<file path="src/rtl/mux_arb_n.sv">
// N-channel valid/ready multiplexer with a single registered output slot.
// Channel choice is either a fixed select (MODE 0) or round-robin from ptr (MODE 1).
module mux_arb_n #(
   parameter int WIDTH    = 16,
   parameter int CHANNELS = 4,
   parameter int MODE     = 1
) (
   input  logic                          clk,
   input  logic                          rst_n,
   input  logic [CHANNELS*WIDTH-1:0]     in_data,
   input  logic [CHANNELS-1:0]           in_valid,
   output logic [CHANNELS-1:0]           in_ready,
   input  logic [$clog2(CHANNELS)-1:0]   sel,
   output logic [WIDTH-1:0]              out_data,
   output logic [$clog2(CHANNELS)-1:0]   out_chan,
   output logic                          out_valid,
   input  logic                          out_ready
);

   localparam int SEL_W = $clog2(CHANNELS);

   logic [WIDTH-1:0] ch_data [CHANNELS];
   logic [SEL_W-1:0] ptr;
   logic [SEL_W-1:0] grant;
   logic [SEL_W-1:0] idx;
   logic             found;
   logic             load_en;
   logic             take;

   always_comb begin
      for (int i = 0; i < CHANNELS; i++) begin
         ch_data[i] = in_data[i*WIDTH +: WIDTH];
      end
   end

   // The output slot can take a new word when empty or draining this cycle.
   assign load_en = !out_valid || out_ready;

   always_comb begin
      grant = '0;
      found = 1'b0;
      idx   = '0;
      if (MODE == 0) begin
         grant = sel;
         found = 1'b1;
      end else begin
         for (int j = 0; j < CHANNELS; j++) begin
            idx = ptr + SEL_W'(j);
            if (!found && in_valid[idx]) begin
               grant = idx;
               found = 1'b1;
            end
         end
      end
   end

   always_comb begin
      in_ready = '0;
      if (load_en && found) begin
         in_ready[grant] = 1'b1;
      end
   end

   assign take = load_en && found && in_valid[grant];

   always_ff @(posedge clk or negedge rst_n) begin
      if (!rst_n) begin
         out_data  <= '0;
         out_chan  <= '0;
         out_valid <= 1'b0;
         ptr       <= '0;
      end else begin
         if (take) begin
            out_data  <= ch_data[grant];
            out_chan  <= grant;
            out_valid <= 1'b1;
            ptr       <= grant + SEL_W'(1);
         end else if (out_ready) begin
            out_valid <= 1'b0;
         end
      end
   end

endmodule

</file>
<file path="config.mk">
export PLATFORM = sky130hd
export DESIGN_NAME = mux_arb_n
export DESIGN_NICKNAME = d
export VERILOG_FILES = /design/src/rtl/mux_arb_n.sv
export SDC_FILE = /design/constraint.sdc
export NUM_CORES = 1
export LEC_CHECK = 0
export ABC_CLOCK_PERIOD_IN_PS = 1600
export CORE_MARGIN = 5
export CORE_UTILIZATION = 33
export DETAILED_ROUTE_END_ITERATION = 6
export PLACE_DENSITY = 0.78
export SLEW_MARGIN = 5
export SYNTH_ARGS = -nofsm -noshare
export SYNTH_HDL_FRONTEND = slang
export SYNTH_SLANG_ARGS = --single-unit
</file>
<file path="constraint.sdc">
create_clock -name clk -period 1.6 [get_ports clk]
set_clock_uncertainty 0.1 [all_clocks]
set_input_delay 0.16 -clock clk [delete_from_list [all_inputs] [get_ports clk]]
set_output_delay 0.16 -clock clk [all_outputs]
set_load 0.01 [all_outputs]
</file>
Yosys cells after proc, flatten, opt, wreduce, memory -nomap -nowiden
Cells that the tools add are included.
{"block": "totals", "register_bits": 21, "input_bits": 73, "out_inout_bits": 23, "elab_cells": 54}
{"block": "op_classes", "addsub": 4, "n_lt_le_gt_ge": 7, "muxes": 26, "bitwise": 1, "reduce_logical": 12}
{"operator": "binary-select mux 16 bit (select 2 bit)", "count": 1}
{"operator": "2-to-1 mux 16 bit", "count": 2}
{"operator": "< comparator 2 x 3 -> 1 bit, second input constant", "count": 5}
{"operator": "2-to-1 mux 1 bit", "count": 12}
{"operator": "binary-select mux 1 bit (select 2 bit)", "count": 5}
{"operator": "2-to-1 mux 2 bit", "count": 4}
{"operator": "logical AND 1 bit", "count": 6}
{"operator": "adder 2 x 1 -> 2 bit, second input constant", "count": 2}
{"operator": "adder 2 bit, second input constant", "count": 2}
{"operator": "logical NOT 1 bit", "count": 4}
{"operator": "2-to-1 mux 4 bit", "count": 1}
{"operator": ">= comparator 3 bit, second input constant", "count": 1}
{"operator": "NOT 2 -> 3 bit", "count": 1}
{"operator": "demux 1 bit (select 2 bit)", "count": 1}
{"operator": ">= comparator 2 x 1 -> 1 bit, second input constant", "count": 1}
{"operator": "nonzero test 2 bit", "count": 1}
{"operator": "logical OR 1 bit", "count": 1}

Depth between registers and ports, before layout
Gate-level depths: netlist of run 1.
{"block": "depth", "depth_word": 17, "depth_mapped": 8, "depth_no_buf": 6}

Least setup slack after synthesis of run 1
OpenSTA, ideal clock, no wires.
{"block": "synth_timing", "path_type": "flip-flop to output port", "startpoint": "reg ptr[1]", "endpoint": "out in_ready[0]", "arrival_ns": 1.442, "required_time_ns": 1.340, "slack_ns": -0.102, "path_stages_with_launch": 9, "n_path_buf": 2, "path_cell_list": "dfrtp_1 nand2_1 nand3b_1 a2bb2oi_1 buf_4 buf_6 inv_1 ha_1 and2_1"}
{"block": "synth_between", "elab_chain_len": 17, "elab_cells_between_ends": 32, "cone_classes": "add/sub (3); order compare (2); mux (19); reduce/logical (8)"}
{"item": "from (decl)", "line": "23", "rtl": "logic [SEL_W-1:0] ptr;"}
{"item": "from (signal assigned)", "line": "77", "rtl": "ptr <= grant + SEL_W'(1);"}
{"item": "branches (longest 11 deep; another with adder 2 x 1 -> 2 bit)"}
{"item": "2-to-1 mux 2 bit (*)", "line": "49", "rtl": "if (!found && in_valid[idx]) begin"}
{"item": "via grant[1]", "line": "24", "rtl": "logic [SEL_W-1:0] grant;"}
{"item": "< comparator 2 x 3 -> 1 bit (not written as such) / >= comparator 2 x 1 -> 1 bit (equally long branches)", "line": "60", "rtl": "in_ready[grant] = 1'b1;"}
{"item": "logical AND 1 bit (not written as such)", "line": "60"}
{"item": "2-to-1 mux 1 bit (not written as such)", "line": "60"}
{"item": "demux 1 bit (select 2 bit) (*)", "line": "60"}
{"item": "2-to-1 mux 4 bit (*)", "line": "59", "rtl": "if (load_en && found) begin"}
{"item": "to (decl)", "line": "12", "rtl": "output logic [CHANNELS-1:0] in_ready,"}
Mark *: on every way through the listed nets, which the timed path passes. The select of a mux whose other input is x is not followed.

Worst setup path after layout of run 1
{"block": "layout_timing", "startpoint": "reg ptr[1]", "endpoint": "out in_ready[1]"}
The elaborated chain is that of the path after synthesis.

==> impl_metrics.json, run 1 <==
{
  "failed_checks": "negative setup slack",
  "power_frac_seq_pct": 23.3,
  "crit_buf_inv": 4,
  "final_area_um2": 3100,
  "cp-end-kind": "output port",
  "dp_hpwl_mm": 3.55,
  "drv_slew": 0,
  "fin_crit_sh_pct": 126,
  "hold_viol_final": 0,
  "pwr-share-comb_pct": 66.8,
  "avgSynthCellArea_um2": 11.2,
  "synth_compound_area_share_pct": 17.5,
  "synth_top_area_share_pct": 36.0,
  "numCtsBuffers": 3,
  "cts_hold_buffers": 0,
  "cts_root_buf": "clkbuf_8",
  "nFillCells": 310,
  "layout.cells.non_filler": 303,
  "clkTransAtPathRegs_ns": 0.08,
  "p_int_mw": 2.32,
  "r2r-end": "out_data[14]$_DFFE_PN0P_",
  "ff2ff_setup_slack_ns": -0.30,
  "hold_slack_ns": 0.137,
  "netlist_instances": 130,
  "yosysWarnings": 0,
  "relSlewSlack_pct": 68.7,
  "required_ns": 1.34,
  "grt_pass1_wl_mm": 7.36,
  "cts-htree-levels": 1,
  "synth_seq_cells": 21,
  "reg2reg_from": "ptr[1]$_DFFE_PN0P_",
  "syn_nets": 207,
  "pre_cts_ws_ns": -0.779,
  "synth-xor-area-share_pct": 0,
  "grt_max_degree": 22,
  "first_iter_violations": 18,
  "path_cells": "buf_6 -> nor3b_4 -> nor3_4 -> buf_6 -> buf_6 -> ha_4 -> and2_4 -> buf_6",
  "worstMarginPinSlew_ns": 0.470,
  "dr.pass1.iters": 3,
  "final_cell_mix": "clkdlybuf4s50_1 (87), nand2_1 (25), dfrtp_1 (20)",
  "ff2ff_path_depth": 8,
  "critPathMaxStageDelay_ns": 0.45,
  "netSwitchingPower_mw": 1.22,
  "slowest_stage": "dfrtp_2",
  "gp_congestion": 0.762,
  "cts_tree": "built",
  "startpoint": "ptr[1]$_DFFE_PN0P_",
  "core_um2": 4320,
  "setup_tns_ns": -6.02,
  "synth-simple-area-share_pct": 13.3,
  "row_count": 24,
  "start_util_pct": 33.8,
  "drive_gt1_share_pct": 35.5,
  "p_per_area_nw_per_um2": 1140,
  "io_pins": 96,
  "syn-cell-area_um2": 1460,
  "drt_wl_total_mm": 5.08,
  "p_clk_share_pct": 10.0,
  "synthTopCellsByArea": "dfrtp_1 (36%), mux2i_1 (23%), o221ai_2 (10%)",
  "drc_errors": 0,
  "status": "finished, violations left",
  "finalWorstSetupSlack_ns": -0.422,
  "p_total_mw": 3.54,
  "cp_num_cells": 8,
  "clock_latency_ns": 0.26,
  "wire_per_inst_um": 16.8,
  "max-vdd-ir-drop_uv": 561,
  "cts_sinks": 21,
  "period_minus_slack_ns": 2.02,
  "portBuffers": 93,
  "worst-path-max-fanout": 4,
  "grt_overflow": 0,
  "viasPerCell": 4.93,
  "synth-adder-area-share_pct": 3.42,
  "die_area_um2": 5860,
  "utilization_pct": 71.6,
  "fmax_ghz": 0.495,
  "setup_viol": 24,
  "min_path_type": "input pin to async pin",
  "layout_commonest_cell": "clkdlybuf4s50_1",
  "placed_cell_area_um2": 2640,
  "via_count": 1494,
  "area_delta_synth_final_pct": 112,
  "yosysSeqAreaShare_pct": 36.0,
  "synthMuxAreaShare_pct": 22.6,
  "die_w_um": 76.5,
  "crit_type": "flip-flop to output port",
  "maxCapViolations": 0,
  "synth_top_family_by_area": "multiplexers",
  "die_h_um": 76.5,
  "critPathTopFamily": "buffers and inverters",
  "dp.cells": 288,
  "first_global_vias": 1510,
  "grt_setup_unrepaired": "true",
  "swShare_pct": 34.4,
  "diodes": 0,
  "antenna_found_initial": 0,
  "start_kind": "flip-flop",
  "finalNetCount": 329,
  "grt_usage_pct": 15.1,
  "antenna_left": 0,
  "synth_area_leader_cell": "dfrtp_1",
  "p_leak_nw": 1.26,
  "cts_buffer_depth": 2,
  "ys_types": 27,
  "cpMostUsedCell": "buf_6",
  "cp_data_arrival_time_ns": 1.76
}
## layout make-up
class	count	area, um2	share of cell area (%)
well taps	52	65.1	2.10
flip-flops and latches	21	527	17.0
multi-input cells	97	1070	34.7
inverters	4	25.0	0.808
clock buffers	3	41.3	1.33
clock inverters	1	5.00	0.162
repair buffers	125	1360	43.9
## flip-flops by register name, indices dropped and copies added (netlist names)
signal and flops:
out_data 16, out_chan 2, out_valid 1, ptr 2
## power by group through the flow
stage	Combinational, mW	Clock (mW)	Sequential, mW
floorplan	0.872	0	0.897
global placement	1.73	0	0.816
detailed placement	1.75	0	0.820
CTS	2.08	0.357	0.818
global route	2.52	0.383	0.842
finish	2.37	0.354	0.824
## how the worst max path moves through the flow
| stage | end |
|---|---|
| 2_1_floorplan | in_ready[1] |
| 3_3_place_gp | in_ready[1] |
| 3_5_place_dp | in_ready[3] |
| 4_1_cts | in_ready[1] |
| 5_1_grt | in_ready[2] |
| 6_report | in_ready[1] |
## per-layer routing
layer | vias to the layer above | track usage [%] | share of wire [%]
met3 | 4 | 4.37 | 7.1
met4 | 0 | 3.67 | 0.73
met1 | 708 | 18.4 | 41
li1 | 727 | - | -
met2 | 55 | 26.1 | 52
met5 | - | 0 | 0
## kinds of logic after synthesis
| logic type | count (synthesis) |
|---|---|
| flip-flops | 21 |
| AO/OA/AOI/OAI | 24 |
| AND/OR/NAND/NOR | 36 |
| adder cells (fa/ha/maj) | 4 |
| buffers and inverters | 12 |
| multiplexers | 33 |
## Yosys cell counts
cell type,n
nand3b_1,1
o221ai_1,6
nor3_4,1
buf_12,1
mux2i_1,33
dfrtp_1,21
nor3b_2,1
a21oi_1,3
a2bb2oi_1,1
buf_4,1
a21boi_0,1
nand2_1,25
buf_2,1
o21ai_0,1
nor2_1,1
buf_6,2
buf_8,2
ha_1,4
clkbuf_1,1
a21oi_2,1
nand2_4,2
inv_4,1
o221ai_2,10
inv_1,3
nor4_2,1
and2_1,4
a21o_1,1
## timing repair
item                       in CTS  in global routing
setup endpoints to repair      24                 24
pin swaps                       7                  2
resized for setup              45                 26
gates cloned                    1                  3
setup buffers                   7                  0
No activity file was read; power rests on OpenSTA's default activity.
==> run 2: changes to the inputs <==
--- a/config.mk
+++ b/config.mk
@@ -5,7 +5,6 @@
 export SDC_FILE = /design/constraint.sdc
 export NUM_CORES = 1
 export LEC_CHECK = 0
-export ABC_CLOCK_PERIOD_IN_PS = 1600
 export CORE_MARGIN = 5
 export CORE_UTILIZATION = 33
 export DETAILED_ROUTE_END_ITERATION = 6
==> results of run 2 <==
Final layout, timing and power as in run 1 (identical DEF).
==> run 3: changes to the inputs <==
--- a/config.mk
+++ b/config.mk
@@ -8,6 +8,7 @@
 export CORE_MARGIN = 5
 export CORE_UTILIZATION = 33
 export DETAILED_ROUTE_END_ITERATION = 6
+export MAX_ROUTING_LAYER = met4
 export PLACE_DENSITY = 0.78
 export SLEW_MARGIN = 5
 export SYNTH_ARGS = -nofsm -noshare
==> impl_metrics.json, run 3 (same netlist as run 1, synthesis figures left out) <==
{
  "cp-end-kind": "output port",
  "largest_reg_flops": 16,
  "row_count": 24,
  "gp_congestion": 0.772,
  "crit_type": "flip-flop to output port",
  "grt_pass1_wl_mm": 7.38,
  "final_cell_mix": "clkdlybuf4s50_1 (87), nand2_1 (25), dfrtp_1 (20)",
  "portBuffers": 93,
  "cts_buffer_depth": 2,
  "reg2reg_from": "ptr[1]$_DFFE_PN0P_",
  "finalWorstSetupSlack_ns": -0.420,
  "cp_data_arrival_time_ns": 1.76,
  "worst-path-max-fanout": 4,
  "setup_viol": 24,
  "cts-htree-levels": 1,
  "p_total_mw": 3.54,
  "min_path_type": "input pin to async pin",
  "antenna_found_initial": 0,
  "die_w_um": 76.5,
  "dr.pass1.iters": 4,
  "wire_per_inst_um": 16.8,
  "fin_crit_sh_pct": 126,
  "diodes": 0,
  "numCtsBuffers": 3,
  "status": "finished, violations left",
  "die_h_um": 76.5,
  "clock_latency_ns": 0.26,
  "layout_commonest_cell": "clkdlybuf4s50_1",
  "worstMarginPinSlew_ns": 0.470,
  "grt_max_degree": 22,
  "ff2ff_setup_slack_ns": -0.29,
  "dp_hpwl_mm": 3.55,
  "drv_slew": 0,
  "cts_hold_buffers": 0,
  "required_ns": 1.34,
  "hold_slack_ns": 0.140,
  "maxCapViolations": 0,
  "grt_overflow": 0,
  "start_kind": "flip-flop",
  "io_pins": 96,
  "cts_root_buf": "clkbuf_8",
  "dp.cells": 288,
  "pre_cts_ws_ns": -0.779,
  "relSlewSlack_pct": 68.7,
  "p_leak_nw": 1.26,
  "drt_wl_total_mm": 5.08,
  "viasPerCell": 4.92,
  "reg_top3": "out_data x16, out_chan x2, ptr x2",
  "fmax_ghz": 0.495,
  "r2r-end": "out_data[4]$_DFFE_PN0P_",
  "cts_sinks": 21,
  "regMostFlops": "out_data",
  "p_per_area_nw_per_um2": 1140,
  "clkTransAtPathRegs_ns": 0.08,
  "period_minus_slack_ns": 2.02,
  "grt_setup_unrepaired": "true",
  "cts_tree": "built",
  "failed_checks": "negative setup slack",
  "drive_gt1_share_pct": 35.5,
  "max-vdd-ir-drop_uv": 561,
  "first_global_vias": 1506,
  "ff2ff_path_depth": 9,
  "utilization_pct": 71.6,
  "layout.cells.non_filler": 303,
  "start_util_pct": 33.8,
  "first_iter_violations": 12,
  "hold_viol_final": 0,
  "grt_usage_pct": 15.6,
  "drc_errors": 0,
  "finalNetCount": 329,
  "core_um2": 4320,
  "die_area_um2": 5860,
  "antenna_left": 0,
  "via_count": 1491,
  "area_delta_synth_final_pct": 112
}
==> run 3: worst max-delay path, stage by stage, from the launching register on <==
cell,delay [ns]
dfrtp_2,0.45
buf_6,0.13
nor3b_4,0.24
nor3_4,0.08
buf_6,0.12
buf_6,0.11
ha_4,0.14
and2_4,0.12
buf_6,0.11
==> run 3: where the power goes <==
group / switching [mW] / internal [mW]
clock network: 0.179 / 0.173
registers: 0.111 / 0.712
logic: 0.928 / 1.44
total: 1.22 / 2.32
==> run 3: worst max path at each step <==
stage                        to  cells after the start  slack (ns)                from
floorplan           in_ready[1]                      8       -0.04  ptr[1]$_DFFE_PN0P_
global placement    in_ready[1]                      7       -0.71         in_valid[1]
detailed placement  in_ready[3]                      6       -0.78         in_valid[1]
CTS                 in_ready[1]                      8       -0.43  ptr[1]$_DFFE_PN0P_
global route        in_ready[2]                      8       -0.47  ptr[1]$_DFFE_PN0P_
finish              in_ready[1]                      8       -0.42  ptr[1]$_DFFE_PN0P_
==> run 3: final cells by class <==
cell class | instances | area (um2)
Timing Repair Buffer | 125 | 1360
Fill cell | 310 | 1230
Multi-Input combinational cell | 97 | 1070
Sequential cell | 21 | 527
Tap cell | 52 | 65.1
Clock buffer | 3 | 41.3
Inverter | 4 | 25.0
Clock inverter | 1 | 5.00
==> run 3: repair_timing <==
item	4_1_cts	5_1_grt
setup buffers	7	0
cloned	1	3
resized for setup	45	26
endpoints found under the setup margin	24	24
pin swaps	7	2
==> run 3: per-layer routing <==
layer	up-vias	track usage [%]	wire, um
met1	705	19.5	2150
met4	0	3.67	37
met5	-	-	0
met2	55	25.9	2610
met3	4	3.19	281
li1	727	-	-
==> run 3: through the flow <==
step / TNS [ns] / cell area, um2
after floorplan: -0.348 / 1520
after global placement: -13.01 / 2640
after detailed placement: -14.63 / 2640
after CTS: -5.72 / 2900
after global routing: -8.36 / 3100
final: -5.98 / 3100
